<file path="src/rtl/uart_config_responder_pkg.sv">
// Shared types and constants for the UART configuration handshake.
package uart_config_responder_pkg;

  localparam int unsigned COUNT_50MS = 5_000_000;
  localparam logic [7:0]  ACKN_PKT   = 8'hFF;

  // Packet identifiers (low two bits of a config packet)
  localparam logic [1:0] END_CONFIGURATION_ID = 2'd0;
  localparam logic [1:0] DATA_WIDTH_ID        = 2'd1;
  localparam logic [1:0] PARITY_MODE_ID       = 2'd2;
  localparam logic [1:0] STOP_BITS_ID         = 2'd3;

  // Option encodings needed by this block
  localparam logic [1:0] DW_8BIT          = 2'd3;
  localparam logic [1:0] PARITY_DISABLED1 = 2'd0;
  localparam logic [1:0] SB_1BIT          = 2'd0;
  localparam logic [1:0] SB_2BIT          = 2'd1;

  localparam logic [1:0] STD_DATA_WIDTH  = DW_8BIT;
  localparam logic [1:0] STD_PARITY_MODE = PARITY_DISABLED1;
  localparam logic [1:0] STD_STOP_BITS   = SB_1BIT;

  typedef struct packed {
    logic [1:0] data_width;
    logic [1:0] parity_mode;
    logic [1:0] stop_bits;
  } uart_config_s;

  typedef struct packed {
    logic [3:0] dont_care;
    logic [1:0] option;
    logic [1:0] id;
  } data_packet_s;

  typedef union packed {
    logic [7:0]   raw;
    data_packet_s fields;
  } data_packet_u;

  localparam uart_config_s STD_CONFIGURATION =
    uart_config_s'({STD_DATA_WIDTH, STD_PARITY_MODE, STD_STOP_BITS});

  typedef enum logic [1:0] {IDLE, WAIT_PKT, DECODE, SEND_ACK} cfg_resp_fsm_e;

  // Only the two real stop-bit settings are accepted; the other encodings are reserved.
  function automatic logic is_illegal_packet(data_packet_u pkt);
    return (pkt.fields.id == STOP_BITS_ID) &&
           !((pkt.fields.option == SB_1BIT) || (pkt.fields.option == SB_2BIT));
  endfunction

endpackage

</file>
<file path="src/rtl/uart_config_responder_timeout_counter.sv">
// Saturating idle counter; expire_c fires on the cycle the count reaches LIMIT-1.
module uart_timeout_counter #(
  parameter int unsigned LIMIT = 20
) (
  input  logic clk_i,
  input  logic rst_i,
  input  logic clear_i,
  input  logic enable_i,
  output logic expire_c
);

  localparam int unsigned CNT_W = $clog2(LIMIT + 1);

  logic [CNT_W-1:0] count;

  // Expiry is combinational so the owner can react in the same cycle
  assign expire_c = enable_i && !clear_i && (count == CNT_W'(LIMIT - 1));

  // Count enabled cycles, saturating at LIMIT so the value never wraps
  always_ff @(posedge clk_i or posedge rst_i) begin
    if (rst_i) begin
      count <= '0;
    end else if (clear_i) begin
      count <= '0;
    end else if (enable_i && (count != CNT_W'(LIMIT))) begin
      count <= count + CNT_W'(1);
    end
  end

endmodule

</file>
<file path="src/rtl/uart_config_responder.sv">
// Slave-side config handshake: pop packets, build shadow config, ACK each, commit on END.
module uart_config_responder
  import uart_config_responder_pkg::*;
#(
  parameter int unsigned TIMEOUT_CYCLES = COUNT_50MS,
  parameter logic [7:0]  ACK_BYTE       = ACKN_PKT
) (
  input  logic         clk_i,
  input  logic         rst_i,
  input  logic         cfg_start_i,
  input  logic [7:0]   rx_data_i,
  input  logic         rx_valid_i,
  output logic         rx_ready_o,
  output logic [7:0]   tx_data_o,
  output logic         tx_valid_o,
  input  logic         tx_ready_i,
  output uart_config_s config_o,
  output logic         cfg_active_o,
  output logic         cfg_done_o,
  output logic         cfg_error_o
);

  cfg_resp_fsm_e state, state_next;
  data_packet_u  pkt_q, pkt_d;
  uart_config_s  shadow_q, shadow_d, config_d;
  logic          end_q, end_d;
  logic [7:0]    tx_data_d;
  logic          rx_ready_d, tx_valid_d, cfg_active_d, cfg_done_d, cfg_error_d;
  logic          pop_c, illegal_c, timeout_c, timer_enable_c, timer_clear_c;
  logic          unused_dont_care;

  assign pop_c          = (state == WAIT_PKT) && rx_valid_i && rx_ready_o;
  assign illegal_c      = is_illegal_packet(pkt_q);
  assign timer_enable_c = (state == WAIT_PKT) && !pop_c;
  assign timer_clear_c  = !timer_enable_c;
  assign unused_dont_care = ^pkt_q.fields.dont_care;

  // Idle-wait timer only runs while waiting for a packet
  uart_timeout_counter #(
    .LIMIT (TIMEOUT_CYCLES)
  ) u_timer (
    .clk_i    (clk_i),
    .rst_i    (rst_i),
    .clear_i  (timer_clear_c),
    .enable_i (timer_enable_c),
    .expire_c (timeout_c)
  );

  // State and registered outputs
  always_ff @(posedge clk_i or posedge rst_i) begin
    if (rst_i) begin
      state        <= IDLE;
      pkt_q        <= '0;
      shadow_q     <= STD_CONFIGURATION;
      end_q        <= 1'b0;
      config_o     <= STD_CONFIGURATION;
      rx_ready_o   <= 1'b0;
      tx_data_o    <= 8'h00;
      tx_valid_o   <= 1'b0;
      cfg_active_o <= 1'b0;
      cfg_done_o   <= 1'b0;
      cfg_error_o  <= 1'b0;
    end else begin
      state        <= state_next;
      pkt_q        <= pkt_d;
      shadow_q     <= shadow_d;
      end_q        <= end_d;
      config_o     <= config_d;
      rx_ready_o   <= rx_ready_d;
      tx_data_o    <= tx_data_d;
      tx_valid_o   <= tx_valid_d;
      cfg_active_o <= cfg_active_d;
      cfg_done_o   <= cfg_done_d;
      cfg_error_o  <= cfg_error_d;
    end
  end

  // Next-state selection
  always_comb begin
    state_next = state;
    case (state)
      IDLE:     if (cfg_start_i) state_next = WAIT_PKT;
      WAIT_PKT: begin
        if (pop_c)          state_next = DECODE;
        else if (timeout_c) state_next = IDLE;
      end
      DECODE:   state_next = illegal_c ? IDLE : SEND_ACK;
      SEND_ACK: if (tx_ready_i) state_next = end_q ? IDLE : WAIT_PKT;
      default:  state_next = IDLE;
    endcase
  end

  // Next values of datapath and output registers
  always_comb begin
    pkt_d        = pkt_q;
    shadow_d     = shadow_q;
    end_d        = end_q;
    config_d     = config_o;
    tx_data_d    = tx_data_o;
    tx_valid_d   = tx_valid_o;
    cfg_done_d   = 1'b0;
    cfg_error_d  = 1'b0;
    rx_ready_d   = (state_next == WAIT_PKT);
    cfg_active_d = (state_next != IDLE);
    case (state)
      IDLE: begin
        if (cfg_start_i) begin
          shadow_d = config_o;
          end_d    = 1'b0;
        end
      end
      WAIT_PKT: begin
        if (pop_c)          pkt_d.raw   = rx_data_i;
        else if (timeout_c) cfg_error_d = 1'b1;
      end
      DECODE: begin
        case (pkt_q.fields.id)
          END_CONFIGURATION_ID: end_d                = 1'b1;
          DATA_WIDTH_ID:        shadow_d.data_width  = pkt_q.fields.option;
          PARITY_MODE_ID:       shadow_d.parity_mode = pkt_q.fields.option;
          STOP_BITS_ID:         if (!illegal_c) shadow_d.stop_bits = pkt_q.fields.option;
          default: ;
        endcase
        if (illegal_c) begin
          cfg_error_d = 1'b1;
        end else begin
          tx_data_d  = ACK_BYTE;
          tx_valid_d = 1'b1;
        end
      end
      SEND_ACK: begin
        if (tx_ready_i) begin
          tx_valid_d = 1'b0;
          if (end_q) begin
            config_d   = shadow_q;
            cfg_done_d = 1'b1;
          end
        end
      end
      default: ;
    endcase
  end

endmodule

</file>
<file path="config.mk">
export PLATFORM = sky130hd
export DESIGN_NAME = uart_config_responder
export DESIGN_NICKNAME = d
export VERILOG_FILES = /design/src/rtl/uart_config_responder_pkg.sv /design/src/rtl/uart_config_responder_timeout_counter.sv /design/src/rtl/uart_config_responder.sv
export SDC_FILE = /design/constraint.sdc
export NUM_CORES = 1
export LEC_CHECK = 0
export CAP_MARGIN = 5
export CORE_MARGIN = 4
export CORE_UTILIZATION = 35
export DETAILED_ROUTE_END_ITERATION = 7
export PLACE_DENSITY = 0.64
export SYNTH_ARGS = -nofsm -noshare
export SYNTH_HDL_FRONTEND = slang
export SYNTH_HIERARCHICAL = 1
export SYNTH_SLANG_ARGS = --single-unit
</file>
<file path="constraint.sdc">
create_clock -name clk_i -period 4.35 [get_ports clk_i]
set_clock_uncertainty 0.05 [all_clocks]
set_input_delay 0.6525 -clock clk_i [delete_from_list [all_inputs] [get_ports clk_i]]
set_output_delay 0.6525 -clock clk_i [all_outputs]
set_load 0.1 [all_outputs]
</file>
==> impl_summary.log, run 1 <==
[metrics] drt wl/cell: 12.74 um
[metrics] unique cell type count in the Yosys netlist: 45
[metrics] critical path required time: 4.50 ns
[metrics] last weighted congestion value of the routability-driven placer: 0.7693
[metrics] initial core utilization: 36.39%
[metrics] startpoint of the worst-slack reg-to-reg timing path: state[1]
[metrics] final net count: 293
[metrics] clock latency on the worst-skew pair: 0.30 ns
[metrics] final count of pins violating max slew: 0
[metrics] Worst setup SP type: input port
[metrics] met1 capacity usage during global routing: 16.45%
[metrics] total vias in the final route: 1770
[metrics] largest net degree at the start of global routing: 26
[metrics] vias in the first global route: 1737
[metrics] core area: 6869 um2
[metrics] standard-cell rows: 30
[metrics] number of post-CTS setup repair buffers: 0
[metrics] synthesized instance count: 250
[metrics] initial drt markers: 125
[metrics] Top Ports: 32
[metrics] TritonCTS Buffers: 5
[metrics] delay-heaviest family, CP: simple AND/OR/NAND/NOR gates
[metrics] VDD IR-drop max: 195.7 uV
[metrics] TritonCTS clock tree: yes
[metrics] highest-count cells in the layout ignoring fill and taps: sky130_fd_sc_hd__dfrtp_1 (44), sky130_fd_sc_hd__clkdlybuf4s50_1 (27), sky130_fd_sc_hd__nor2_1 (26)
[metrics] Critical path buffers and inverters: 2
[metrics] number of diodes added for antenna fixing: 0
[metrics] area of the die: 8559 um2
[metrics] Pwr Density: 554.8 nW/um2
[metrics] Antenna Violating Nets Remaining: 0
[metrics] Hold Path Origin: shadow_q[0]
[metrics] chip height: 92.52 um
[metrics] unrepaired setup endpoints after global routing: false
[metrics] Cell Area, Synth: 2500 um2
[metrics] residual overflow from global routing: 0
[metrics] H-tree depth: 2
[metrics] fraction of the yosys area taken by sequential cells: 48.25%
[metrics] buffer cell driving the clock tree root: sky130_fd_sc_hd__clkbuf_8
[metrics] clock sink count: 48
[metrics] post-detailed-route DRC marker count: 0
[metrics] highest clock rate: 0.3369 GHz
[metrics] met3 GRT Util: 2.518%
[metrics] layout cell share with drive strength beyond 1: 12.04%
[metrics] vias per std cell: 4.784
[metrics] final setup violation count: 0
[metrics] number of buffers added on ports: 27
[metrics] post-layout minimum cycle time: 2.969 ns
[metrics] type of the setup path with the least slack: in -> reg
[metrics] fraction of met2 tracks used by global routing: 18.37%
[metrics] Critical path origin: rx_valid_i
[metrics] commonest non-fill, non-tap cell in the layout: sky130_fd_sc_hd__dfrtp_1
[metrics] remaining max-slew budget at the tightest pin: 34.58%
[metrics] Arr. time, crit path: 3.12 ns
[metrics] Synth Flop Type: sky130_fd_sc_hd__dfrtp_1
[metrics] wire length after detailed routing: 4714 um
[metrics] Critical Path, Cell by Cell: clkdlybuf4s50_1 > nand3_1 > nand2_1 > inv_1 > nand2_1 > nor3_1 > nand4_1 > nor3_1 > nor2b_1 > o311ai_2 > o21ai_1 > or2_1
[metrics] Tightest Hold Check Type: reg -> reg
[metrics] Clock Pin Slew Worst Setup and Hold Paths: 0.09 ns
[metrics] Critical Path End Type: flip-flop
[metrics] setup TNS: 0 ns
[metrics] number of hold violations in the final report: 0
[metrics] count of warnings emitted by yosys: 6
[metrics] first-pass detailed-route iteration total: 4
[metrics] Post-Syn Nets: 270
[metrics] total global-route track usage: 11.93%
[metrics] number of register bits inferred by synthesis: 48
[metrics] R2R setup slack: 1.48 ns
[metrics] number of hold buffers added after cts: 0
[metrics] initial antenna violation count: 0
[metrics] wire length of the first global-routing pass: 8300 um
[metrics] Finished Core Util: 42.40%
[metrics] count of cells resized by post-cts repair: 0
[metrics] CP max-delay cell: sky130_fd_sc_hd__clkdlybuf4s50_1
[metrics] largest incremental delay on the critical path: 0.44 ns
[metrics] final-layout fill cell count: 682
[metrics] leakage power: 0.001190 uW
[metrics] share of flip-flops with an asynchronous set or reset: 100.0%
[metrics] actual slew at the worst max-slew pin: 0.9782 ns
[metrics] relative area change from synthesis to final layout: 16.52%
[metrics] period utilization: 68.24%
[metrics] Horiz. Die Dim: 92.52 um
[metrics] HPWL after detailed placement: 3447 um
[metrics] most used routing layer in global routing: met2
[metrics] outcome: complete, no violations
[metrics] CP Max Fanout: 9
[metrics] count of maximum capacitance violations: 0
[metrics] EDFF count, synth: 0
[metrics] average footprint of a synthesized cell: 10.00 um2
[metrics] CTS max path bufs: 2
## power by group
group          switching (uW)  leakage, uW  internal [uW]
clock                     151    0.0000516            130
combinational             528     0.000507            217
sequential               67.5     0.000631            522
## cell families after synthesis
| logic type | after synthesis | share of synthesized area, % |
|---|---|---|
| adders and majority gates | 7 | 3.503 |
| muxes | 15 | 6.707 |
| AOI/OAI and AO/OA | 31 | 7.658 |
| xor gates and xnor gates | 18 | 6.306 |
| buffers and inverters | 31 | 6.106 |
| DFF | 48 | 48.25 |
| and+or+nand+nor | 100 | 21.47 |
## cell type report
cell class / instances / area [um2] / area share (%)
sequential: 48 / 1206 / 41.41
multi-input combinational: 171 / 1141 / 39.18
timing repair buffer: 28 / 277.8 / 9.536
tap: 96 / 120.1 / 4.124
clock buffer: 6 / 82.58 / 2.835
inverter: 19 / 71.32 / 2.448
clock inverter: 2 / 13.76 / 0.4725
## metrics by stage
step	std cells	setup slack (ns)	total power, uW	instance area [um2]	hold slack, ns
CTS	370	1.397	1635	2913	0.4688
detailed placement	362	1.071	1345	2816	0.4468
floorplan	250	1.552	1206	2500	0.4196
finish	370	1.381	1616	2913	0.4654
global route	370	1.096	1715	2913	0.4867
global placement	362	1.078	1338	2816	0.4350
## Yosys cell counts, types with 6 or more instances
cell                       n  share of area, %
sky130_fd_sc_hd__nand4_1   7               1.8
sky130_fd_sc_hd__inv_1    19               2.9
sky130_fd_sc_hd__buf_4     7               2.1
sky130_fd_sc_hd__mux2_2   14               6.3
sky130_fd_sc_hd__nand3_1  12               2.4
sky130_fd_sc_hd__nor2_1   26               3.9
sky130_fd_sc_hd__nor3_1    6               1.2
sky130_fd_sc_hd__a21oi_1  10               2.0
sky130_fd_sc_hd__o21ai_0   9               1.8
sky130_fd_sc_hd__ha_1      7               3.5
sky130_fd_sc_hd__dfrtp_1  44                44
sky130_fd_sc_hd__xnor2_1  11               3.9
sky130_fd_sc_hd__xor2_1    7               2.5
sky130_fd_sc_hd__nand2_1  19               2.9
## flip-flops by register name, summed over array words and instances, names as in the netlist
name and cells:
rx_ready_o 1, end_q 1, pkt_q 4, config_o 6, tx_data_o 1, cfg_error_o 1
cfg_active_o 1, tx_valid_o 1, state 2, shadow_q 6, cfg_done_o 1, u_timer/count 23
## final timing paths
path	endpoint	cells past startpoint
max	cfg_active_o	12
min	config_o[0]	1
max reg2reg	cfg_active_o	13
min reg2reg	config_o[0]	1
max in group asynchronous	pkt_q[0]	2
min in group asynchronous	u_timer/count[5]	2
## routing by layer
metal	up-vias	wire length, um
li1	897	-
met1	839	2281
met2	27	2179
met3	7	171
met4	0	82
met5	-	0
Power figures use the tool's default switching activity.
==> inputs of run 2 (changes only) <==
PLACE_DENSITY = 0.66   (was 0.64)
clock period = 2.41 ns   (was 4.35 ns; I/O delays follow)
==> run 2 against run 1 <==
  * Non-clock buffer count increased by 12
  * Via count increased by 4.4%
  * Worst hold slack got worse by 0.082 ns
  * Wire length increased by 0.57%
  * Combinational power increased by 91%
  * Sequential cell count unchanged
  * Critical endpoint is now u_timer/count[21]
  * Largest cell class unchanged
  * Largest power group unchanged
==> impl_summary.log, run 2 (synthesized netlist as in run 1, its figures left out) <==
[metrics] layout cell share with drive strength beyond 1: 24.13% (+12 points)
[metrics] commonest non-fill, non-tap cell in the layout: sky130_fd_sc_hd__dfrtp_1
[metrics] most used routing layer in global routing: met2
[metrics] number of diodes added for antenna fixing: 0 (unchanged)
[metrics] Antenna Violating Nets Remaining: 0 (unchanged)
[metrics] VDD IR-drop max: 343.9 uV (+76%)
[metrics] remaining max-slew budget at the tightest pin: 51.97% (+17 points)
[metrics] post-placement worst setup slack: -0.02197 ns (-1.093 ns)
[metrics] relative area change from synthesis to final layout: 19.97%
[metrics] vias per std cell: 4.835 (+1.1%)
[metrics] Critical Path End Type: flip-flop
[metrics] TritonCTS Buffers: 5 (unchanged)
[metrics] Pwr Density: 1029 nW/um2 (+85%)
[metrics] H-tree depth: 2 (unchanged)
[metrics] Tightest Hold Check Type: in -> async
[metrics] initial drt markers: 63 (-50%)
[metrics] Clock Pin Slew Worst Setup and Hold Paths: 0.10 ns (about the same)
[metrics] area taken by multi-input logic gates: 1156 um2 (+1.3%)
[metrics] number of hold violations in the final report: 0 (unchanged)
[metrics] smallest hold slack: 0.3833 ns (-0.08210 ns)
[metrics] largest net degree at the start of global routing: 25 (-3.8%)
[metrics] CP max-delay cell: sky130_fd_sc_hd__dfrtp_1
[metrics] CTS max path bufs: 2 (unchanged)
[metrics] initial antenna violation count: 0 (unchanged)
[metrics] met1 capacity usage during global routing: 15.17% (-1.3 points)
[metrics] initial core utilization: 36.39% (unchanged)
[metrics] highest clock rate: 0.4518 GHz
[metrics] first-pass detailed-route iteration total: 4 (unchanged)
[metrics] Critical R2R Capture: u_timer/count[21]
[metrics] vias in the first global route: 1795 (+3.3%)
[metrics] final cell count without fillers: 382 (+3.2%)
[metrics] residual overflow from global routing: 0 (unchanged)
[metrics] post-layout minimum cycle time: 2.213 ns
[metrics] Horiz. Die Dim: 92.52 um (unchanged)
[metrics] TritonCTS clock tree: yes
[metrics] area occupied by registers: 1210 um2 (+0.31%)
[metrics] Worst setup SP type: flip-flop
[metrics] R2R setup slack: 0.20 ns (-1.28 ns)
[metrics] highest-count cells in the layout ignoring fill and taps: sky130_fd_sc_hd__dfrtp_1 (43), sky130_fd_sc_hd__buf_4 (32), sky130_fd_sc_hd__nor2_1 (26)
[metrics] clock latency on the worst-skew pair: 0.30 ns (about the same)
[metrics] post-detailed-route DRC marker count: 0 (unchanged)
[metrics] CP Max Fanout: 8 (-1)
[metrics] wire length of the first global-routing pass: 8238 um (-0.75%)
[metrics] HPWL after detailed placement: 3462 um (+0.42%)
[metrics] count of placed standard cells including taps: 374 (+3.3%)
[metrics] met3 GRT Util: 2.681% (+0.16 points)
[metrics] Critical Path, Cell by Cell: inv_1 > ha_1 > nand3_2 > nand2_1 > inv_2 > buf_4 > and4_1 > nand4_1 > nor3_1 > xnor2_1 > nor2_1
[metrics] final net count: 305 (+4.1%)
[metrics] max FFs per register: 23 (unchanged)
[metrics] drt wl/cell: 12.41 um (-2.6%)
[metrics] area of the die: 8559 um2 (unchanged)
[metrics] total vias in the final route: 1847 (+4.4%)
[metrics] clock sink count: 48 (unchanged)
[metrics] fraction of met2 tracks used by global routing: 19.21% (+0.85 points)
[metrics] final setup violation count: 0 (unchanged)
[metrics] largest incremental delay on the critical path: 0.38 ns (-0.06 ns)
[metrics] outcome: complete, no violations
[metrics] number of buffers added on ports: 27 (unchanged)
[metrics] final count of pins violating max slew: 0 (unchanged)
[metrics] number of hold buffers added after cts: 0 (unchanged)
[metrics] standard-cell rows: 30 (unchanged)
[metrics] Arr. time, crit path: 2.35 ns (-0.77 ns)
[metrics] PnR worst setup slack: 0.1969 ns (-1.185 ns)
[metrics] type of the setup path with the least slack: reg -> reg
[metrics] Top Registers: u_timer/count: 23 flops, config_o: 6 flops, shadow_q: 6 flops
[metrics] core area: 6869 um2 (unchanged)
[metrics] unrepaired setup endpoints after global routing: false
[metrics] period utilization: 91.83%
[metrics] largest reg by FF count: u_timer/count
[metrics] leakage power: 0.001278 uW (+7.4%)
[metrics] last weighted congestion value of the routability-driven placer: 0.7709 (+0.21%)
[metrics] startpoint of the worst-slack reg-to-reg timing path: state[1]
[metrics] final-layout fill cell count: 656 (-3.8%)
[metrics] Top Ports: 32 (unchanged)
[metrics] total global-route track usage: 11.88% (-0.052 points)
[metrics] wire length after detailed routing: 4741 um (+0.57%)
[metrics] chip height: 92.52 um (unchanged)
[metrics] critical path required time: 2.54 ns (-1.96 ns)
[metrics] count of maximum capacitance violations: 0 (unchanged)
[metrics] path depth of the worst reg2reg path: 11 (-2)
[metrics] Finished Core Util: 43.66% (+1.3 points)
[metrics] buffer cell driving the clock tree root: sky130_fd_sc_hd__clkbuf_8
[metrics] actual slew at the worst max-slew pin: 0.7197 ns (-0.2586 ns)
==> run 2: cell count changes in the layout (fill, tap and decap cells not counted), moves of 2 or more <==
cell,previous run,this run
sky130_fd_sc_hd__buf_4,1,32
sky130_fd_sc_hd__clkdlybuf4s50_1,27,8
sky130_fd_sc_hd__nor3_1,6,4
sky130_fd_sc_hd__nor3_2,1,3
==> run 2: what timing repair did <==
item / in CTS / in global routing
resized for setup: 0 / 2
buffers inserted: 0 / 0
endpoints found under the hold margin: 0 / 0
endpoints found under the setup margin: 0 / 6
==> run 2: worst max path at each step <==
stage / cells past startpoint / slack (ns) / endpoint / from
6_report: 11 / 0.20 / u_timer/count[21] / state[1]
4_1_cts: 9 / 0.14 / cfg_active_o / u_timer/count[20]
3_5_place_dp: 12 / -0.02 / cfg_active_o / rx_valid_i
3_3_place_gp: 12 / 0.005 / cfg_active_o / rx_valid_i
5_1_grt: 11 / 0.008 / u_timer/count[21] / state[1]
2_1_floorplan: 11 / 0.01 / cfg_active_o / rx_ready_o
==> run 2: power by group <==
part | total, uW | internal (uW) | switching (uW)
clock | 611 | 339 | 272
combinational | 1420 | 423 | 995
sequential | 1060 | 948 | 108
total | 3090 | 1710 | 1380
==> run 2: metal layers <==
metal / vias up / wire [um]
met3: 7 / 175
li1: 921 / -
met2: 32 / 2224
met5: - / 0
met4: 0 / 89
met1: 887 / 2251
==> run 2: final cells by class <==
class / count / area share (%)
clock buffer: 6 / 2.753
clock inverter: 2 / 1.293
inverter: 19 / 2.378
multi-input combinational: 171 / 38.55
sequential: 48 / 40.34
tap: 96 / 4.005
timing repair buffer: 40 / 10.68
==> run 2: per-stage QoR <==
step	setup TNS, ns	instance area [um2]	total power, uW
after floorplan	0	2509	2191
after global placement	0	2868	2472
after detailed placement	-0.02197	2868	2495
after CTS	0	2989	3119
after global routing	0	2999	3258
final	0	2999	3086
==> run 2: worst max-delay path, delay by kind of cell (launching register included) <==
family,cells,cell delay (ns)
xor gates and xnor gates,1,0.15
adders and majority gates,1,0.21
buffers and inverters,3,0.28
DFF,1,0.38
and+or+nand+nor,6,1.02
